File: config.mk
export PLATFORM = sky130hd
export DESIGN_NAME = mem_request_ctrl
export DESIGN_NICKNAME = d
export VERILOG_FILES = /design/src/rtl/mem_request_ctrl.sv
export SDC_FILE = /design/constraint.sdc
export NUM_CORES = 1
export LEC_CHECK = 0
export CAP_MARGIN = 20
export CORE_MARGIN = 4
export CORE_UTILIZATION = 50
export CTS_BUF_LIST = sky130_fd_sc_hd__clkbuf_8 sky130_fd_sc_hd__clkbuf_16
export DETAILED_ROUTE_END_ITERATION = 10
export HOLD_SLACK_MARGIN = 0.05
export PLACE_DENSITY_LB_ADDON = 0.15
export SYNTH_ARGS = -nofsm -noshare
export SYNTH_HDL_FRONTEND = slang
export SYNTH_SLANG_ARGS = --single-unit
export TNS_END_PERCENT = 30
File: constraint.sdc
create_clock -name CLK -period 4.2 [get_ports CLK]
set_input_delay 0.63 -clock CLK [delete_from_list [all_inputs] [get_ports CLK]]
set_output_delay 0.63 -clock CLK [all_outputs]
set_load 0.02 [all_outputs]
File: src/rtl/mem_request_ctrl.sv
// Sequences instruction fetch and data access for a single-issue core, retiring one
// instruction per completed fetch (ALU/branch) or data access, and stopping on HALT or timeout.
module mem_request_ctrl #(
  parameter int TIMEOUT_CYC = 255,
  parameter int RET_W       = 32,
  parameter int WAIT_W      = 8
) (
  input  logic             CLK,
  input  logic             nRST,
  input  logic             DatRead,
  input  logic             DatWrite,
  input  logic             HaltReq,
  input  logic             ihit,
  input  logic             dhit,
  output logic             imemREN,
  output logic             dmemREN,
  output logic             dmemWEN,
  output logic             pc_en,
  output logic             halt,
  output logic             mem_err,
  output logic [RET_W-1:0] retired
);

  typedef enum logic [1:0] {
    FETCH  = 2'd0,
    DATA   = 2'd1,
    HALTED = 2'd2,
    ERROR  = 2'd3
  } state_t;

  // The counter only ever needs to hold TIMEOUT_CYC-1: the miss that would reach
  // TIMEOUT_CYC is the one that moves the machine to ERROR.
  localparam logic [WAIT_W-1:0] LP_WAIT_LAST = WAIT_W'(TIMEOUT_CYC - 1);

  state_t            r_state;
  logic [WAIT_W-1:0] r_wait;
  logic              r_is_write;
  logic [RET_W-1:0]  r_retired;
  logic              r_halt;
  logic              r_mem_err;

  logic w_in_fetch;
  logic w_in_data;
  logic w_fetch_hit;
  logic w_data_hit;
  logic w_hit;
  logic w_data_op;
  logic w_retire;
  logic w_timeout;

  assign w_in_fetch  = (r_state == FETCH);
  assign w_in_data   = (r_state == DATA);
  assign w_fetch_hit = w_in_fetch & ihit;
  assign w_data_hit  = w_in_data & dhit;
  assign w_hit       = w_fetch_hit | w_data_hit;
  assign w_data_op   = DatRead | DatWrite;
  assign w_retire    = (w_fetch_hit & ~HaltReq & ~w_data_op) | w_data_hit;
  assign w_timeout   = (w_in_fetch | w_in_data) & ~w_hit & (r_wait == LP_WAIT_LAST);

  always_ff @(posedge CLK or negedge nRST) begin
    if (!nRST) begin
      r_state    <= FETCH;
      r_wait     <= '0;
      r_is_write <= 1'b0;
      r_retired  <= '0;
      r_halt     <= 1'b0;
      r_mem_err  <= 1'b0;
    end else begin
      case (r_state)
        FETCH: begin
          if (ihit) begin
            r_wait <= '0;
            if (HaltReq) begin
              r_state <= HALTED;
              r_halt  <= 1'b1;
            end else if (w_data_op) begin
              r_state    <= DATA;
              r_is_write <= DatWrite;
            end else begin
              r_retired <= r_retired + RET_W'(1);
            end
          end else if (w_timeout) begin
            r_state   <= ERROR;
            r_wait    <= '0;
            r_halt    <= 1'b1;
            r_mem_err <= 1'b1;
          end else begin
            r_wait <= r_wait + WAIT_W'(1);
          end
        end
        DATA: begin
          if (dhit) begin
            r_state   <= FETCH;
            r_wait    <= '0;
            r_retired <= r_retired + RET_W'(1);
          end else if (w_timeout) begin
            r_state   <= ERROR;
            r_wait    <= '0;
            r_halt    <= 1'b1;
            r_mem_err <= 1'b1;
          end else begin
            r_wait <= r_wait + WAIT_W'(1);
          end
        end
        HALTED, ERROR: begin
          r_wait <= '0;
        end
      endcase
    end
  end

  // pc_en is gated by reset so a stray ihit while nRST is low cannot advance the PC.
  assign imemREN = w_in_fetch;
  assign dmemREN = w_in_data & ~r_is_write;
  assign dmemWEN = w_in_data & r_is_write;
  assign pc_en   = nRST & w_retire;
  assign halt    = r_halt;
  assign mem_err = r_mem_err;
  assign retired = r_retired;

endmodule
==> impl_metrics.csv, run 1 <==
group,metric,value,unit
outcome,status,"complete, no violations",
clock_network,clock_latency,300,ps
floorplan,io-pin-count,45,
clock_network,clk_pin_slew_worst_paths,90,ps
clock_network,cts_buffers,5,
setup_path,worst_setup_path_start_kind,"input pin",
placement,place_congestion,0.7576,
sta,maxSlewHeadroom,0.5389,
sta,finalMaxSlewViolations,0,
floorplan,core,4504,um2
placement,placed_area,2865,um2
sta,setup_viol,0,
yosys,syn-num-nets,219,
drt,routed_wl,4899,um
drt,vias_per_cell,5.647,
finish,final_cell_mix,"dfrtp_1 (45), clkdlybuf4s50_1 (43), xor2_1 (32), nand2_1 (22), nor4_2 (14)",
drt,drc_errors,0,
placement,hpwl,3408,um
yosys,synth_ff_type,"dfrtp_1",
placement,dpl.cell_count,301,
drt,ant_nets,0,
setup_path,reg2reg_from,"retired[2]",
drt,vias,1745,
sta,max_freq,310.7,MHz
finish,design_area,2952,um2
yosys,synth_cell_types,32,
drt,routedWlPerCell,15.85,um
setup_path,crit_path_end_kind,"output port",
grt,gr-total-overflow,0,
clock_network,cts_setup_buffers,0,
placement,portBuffers,44,
setup_path,critical_path_class,"in2out",
clock_network,cts_resized,0,
clock_network,cts_hold_buf,0,
power,power.density,261.3,nW/um2
sta,tns,0,ps
grt,grt_max_degree,46,
floorplan,die-area,5983,um2
finish,area_delta_synth_final,22.74,%
finish,drive_gt1_frac,0.1712,
sta,fin_worst_skew,9.129,ps
grt,antenna_found_initial,0,
grt,grt_pass1_vias,1765,
yosys,syn_area,2405,um2
grt,track_usage,0.1778,
grt,grt_pass1_wl,8680,um
clock_network,cts-root-buf,"clkbuf_8",
drt,drtIter0Drc,75,
sta,hold_viol_final,0,
power,p_leak,1.269,nW
finish,fin_cells,309,
yosys,synth-seq-cells,45,
setup_path,regToRegSetupSlack,2060,ps
floorplan,dieHeight,77.35,um
clock_network,clkSinkCount,45,
yosys,synth-warning-count,0,
floorplan,start_util,0.5339,
setup_path,reg2regPathDepth,4,
sta,whs,438.6,ps
min_path,hold_class,"in2async",
sta,period_share,0.7662,
yosys,ys_seq_area_frac,0.4683,
yosys,synth_edf_count,0,
yosys,synthArstFlopShare,1.000,
clock_network,clockBufferDepth,2,
job,drv_cap,0,
yosys,syn_inst,209,
clock_network,cts_tree,"done",
setup_path,arrival,2590,ps
finish,final_nets,266,
sta,rsz0062_at_grt,"false",
finish,final_core_util,0.6553,
yosys,synth.avg_cell_area,11.51,um2
setup_path,reg2reg_to,"retired[27]",
floorplan,num_rows,24,
finish,diodes,0,
setup_path,required,3570,ps
setup_path,crit_fanout,5,
sta,period_minus_slack,3218,ps
finish,final_common_cell,"dfrtp_1",
drt,first_pass_iters,4,
power,irDropWorstVdd,0.1392,mV
sta,max_slew.worst_pin.slew,689.6,ps
floorplan,die_w,77.35,um
clock_network,htree_num_levels,2,
-- sequential cells by signal, indices dropped and copies added, names as in the netlist --
name and flops:
r_is_write 1, r_state 2, retired 32, r_wait 8
halt 1, mem_err 1
-- cells in the mapped netlist, types with 2 or more instances --
library cell  count  area share
a22o_1            2      0.0073
inv_1             2      0.0031
nor4b_2           5       0.031
xor2_1           32        0.12
nor4_2           14       0.073
ha_1              3       0.016
nor4_1            2      0.0052
or2_2             2      0.0052
dfrtp_1          45        0.47
and3_1            6       0.016
nand4_1           9       0.023
buf_6             4       0.019
nor3_2            6       0.025
buf_2             2      0.0042
nor2_1           12       0.019
nand2_1          22       0.034
and2_1            5       0.013
nand2b_1          3      0.0078
and4_1            6       0.022
nand3_1          10       0.021
xnor2_1           5       0.018
nor3b_2           2       0.010
-- cell families after synthesis --
family | count (synthesis) | share of synthesized area
compound gates | 7 | 0.02446
flops | 45 | 0.4683
mux | 2 | 0.008845
xor+xnor | 37 | 0.1348
simple gates | 107 | 0.3221
buf+inv | 8 | 0.02601
fa+ha+maj | 3 | 0.01561
-- report_power, final --
group          internal [mW]  switching [mW]  total (mW)
combinational         0.0259          0.0280      0.0540
sequential             0.442          0.0115       0.454
clock                  0.115           0.148       0.263
-- layer usage --
metal | wire length, um | track usage | up-vias
met5 | 0 | 0 | -
met3 | 161 | 0.04282 | 6
met4 | 42 | 0.04448 | 0
met2 | 2338 | 0.2858 | 37
li1 | - | - | 837
met1 | 2356 | 0.2438 | 865
-- layout make-up --
class                      count  area, um2
inverter                       2      7.507
fill                         386       1553
multi-input combinational    156       1216
clock inverter                 3      17.52
timing repair buffer          46      450.4
sequential                    45       1126
clock buffer                   5      68.82
tap                           52      65.06
-- worst max path at each step --
| stage | end | depth (start not counted) | start | slack (ps) |
|---|---|---|---|---|
| global route | pc_en | 5 | ihit | 860 |
| finish | pc_en | 5 | ihit | 980 |
| floorplan | pc_en | 3 | HaltReq | 2160 |
| CTS | pc_en | 5 | ihit | 970 |
| detailed placement | pc_en | 5 | ihit | 980 |
| global placement | pc_en | 5 | ihit | 1050 |
-- worst max-delay path, stage by stage --
cell	delay, ps
clkdlybuf4s50_1	550
nor4b_4	370
a22o_1	290
and2_1	150
clkdlybuf4s50_1	600
-- stage by stage --
| step | setup slack (ps) | power (mW) |
|---|---|---|
| after CTS | 969.2 | 0.7813 |
| after floorplan | 2161 | 0.4815 |
| final | 981.9 | 0.7712 |
| after detailed placement | 976.4 | 0.5177 |
| after global routing | 858.4 | 0.8063 |
| after global placement | 1048 | 0.5171 |
Power figures use the tool's default switching activity.
==> inputs of run 2 (changes only) <==
Settings changed: CORE_UTILIZATION 50 to 47.
Clock period 4.2 ns to 2.7 ns, I/O delays scaled along.
==> impl_metrics.csv, run 2 (synthesis results as in run 1) <==
group,metric,value,unit
sta,max_slew.worst_pin.slew,637.7,ps
min_path,hold_class,"in2async",
setup_path,critical_path_class,"in2out",
grt,grt_max_degree,46,
grt,grt_pass1_vias,1771,
sta,setup_viol,0,
setup_path,crit_path_end_kind,"output port",
drt,drc_errors,0,
clock_network,clockBufferDepth,2,
drt,ant_nets,0,
power,power.density,433.7,nW/um2
placement,dpl.cell_count,320,
grt,track_usage,0.1746,
finish,register_area,1126,um2
finish,final_nets,270,
outcome,status,"complete, no violations",
floorplan,io-pin-count,45,
finish,final_cell_mix,"dfrtp_1 (45), clkdlybuf4s50_1 (43), xor2_1 (32), nand2_1 (22), nor4_2 (14)",
grt,grt_use_met2,0.2604,
sta,maxSlewHeadroom,0.5738,
drt,routed_wl,4847,um
setup_path,worst_path_max_delay_cell,"clkdlybuf4s50_1",
grt,busiest_layer,"met2",
drt,vias_per_cell,5.280,
grt,grt_pass1_wl,8673,um
clock_network,cts-root-buf,"clkbuf_8",
drt,vias,1732,
floorplan,die-area,6325,um2
sta,period_share,0.9323,
finish,fillers,434,
power,irDropWorstVdd,0.2491,mV
finish,final_common_cell,"dfrtp_1",
floorplan,core,4848,um2
grt,grt_use_met1,0.2473,
placement,portBuffers,44,
clock_network,cts_resized,0,
clock_network,clkSinkCount,45,
finish,area_delta_synth_final,26.01,%
drt,drtIter0Drc,103,
floorplan,num_rows,25,
drt,first_pass_iters,5,
clock_network,clock_latency,300,ps
clock_network,htree_num_levels,2,
placement,hpwl,3374,um
clock_network,cts_tree,"done",
sta,tns,0,ps
setup_path,crit_fanout,3,
setup_path,slowest_delay,620,ps
sta,hold_viol_final,0,
clock_network,cts_buffers,5,
sta,whs,223.3,ps
setup_path,crit_chain,"clkdlybuf4s50_1, nor4b_4, a22o_1, and2_1, clkdlybuf4s50_1",
power,p_leak,1.307,nW
finish,largest_register_ffs,32,
grt,antenna_found_initial,0,
clock_network,cts_hold_buf,0,
clock_network,clk_pin_slew_worst_paths,80,ps
floorplan,dieHeight,79.53,um
sta,period_minus_slack,2517,ps
job,drv_cap,0,
clock_network,cts_setup_buffers,0,
drt,routedWlPerCell,14.78,um
finish,diodes,0,
finish,multi_input_area,1216,um2
setup_path,worst_setup_path_start_kind,"input pin",
sta,max_freq,397.3,MHz
finish,fin_cells,328,
grt,gr-total-overflow,0,
sta,rsz0062_at_grt,"false",
setup_path,crit_top_cell,"clkdlybuf4s50_1",
sta,finalMaxSlewViolations,0,
setup_path,arrival,2110,ps
setup_path,required,2300,ps
floorplan,start_util,0.4960,
placement,place_congestion,0.7978,
setup_path,reg2regPathDepth,6,
floorplan,die_w,79.53,um
sta,fin_worst_skew,6.424,ps
finish,drive_gt1_frac,0.1801,
grt,grt_util_met3,0.04063,
## run 2: path summary, 6_finish.rpt
kind	start	endpoint	slack, ps
worst max-delay path	HaltReq	pc_en	180
worst min-delay path	nRST	retired[27]	220
worst max register to register	r_state[1]	retired[9]	800
worst min register to register	mem_err	mem_err	470
max in group asynchronous	nRST	r_state[0]	2090
min in group CLK	mem_err	mem_err	470
## run 2: layout make-up
cell class / count / share of cell area
clock buffers: 6 / 0.02725
inverters: 2 / 0.002477
multi-input cells: 156 / 0.4013
clock inverters: 2 / 0.01115
flip-flops and latches: 45 / 0.3716
well taps: 67 / 0.02766
repair buffers: 50 / 0.1585
## run 2: report_power, final
part / internal, mW / switching (mW)
combinational: 0.0410 / 0.0436
sequential: 0.688 / 0.0187
clock: 0.298 / 0.225
total: 1.03 / 0.287
## run 2: per-stage QoR
stage	utilization	worst slack, ps	cell area [um2]	power [mW]
after floorplan	-	995.4	2405	0.7490
after global placement	0.6010	216.3	2914	0.8056
after detailed placement	0.6010	214.2	2914	0.8069
after CTS	0.6250	191.9	3030	1.338
after global routing	0.6250	90.39	3030	1.374
final	0.6250	182.8	3030	1.314
## run 2: layer usage
metal  wire (um)  vias to the layer above
li1            -                      842
met1        2395                      846
met2        2162                       38
met3         209                        6
met4          80                        0
met5           0                        -
## run 2: worst max-delay path, delay by kind of cell
kind | cells | cell delay [ps]
compound gates | 1 | 180
buf+inv | 2 | 1110
simple gates | 2 | 420
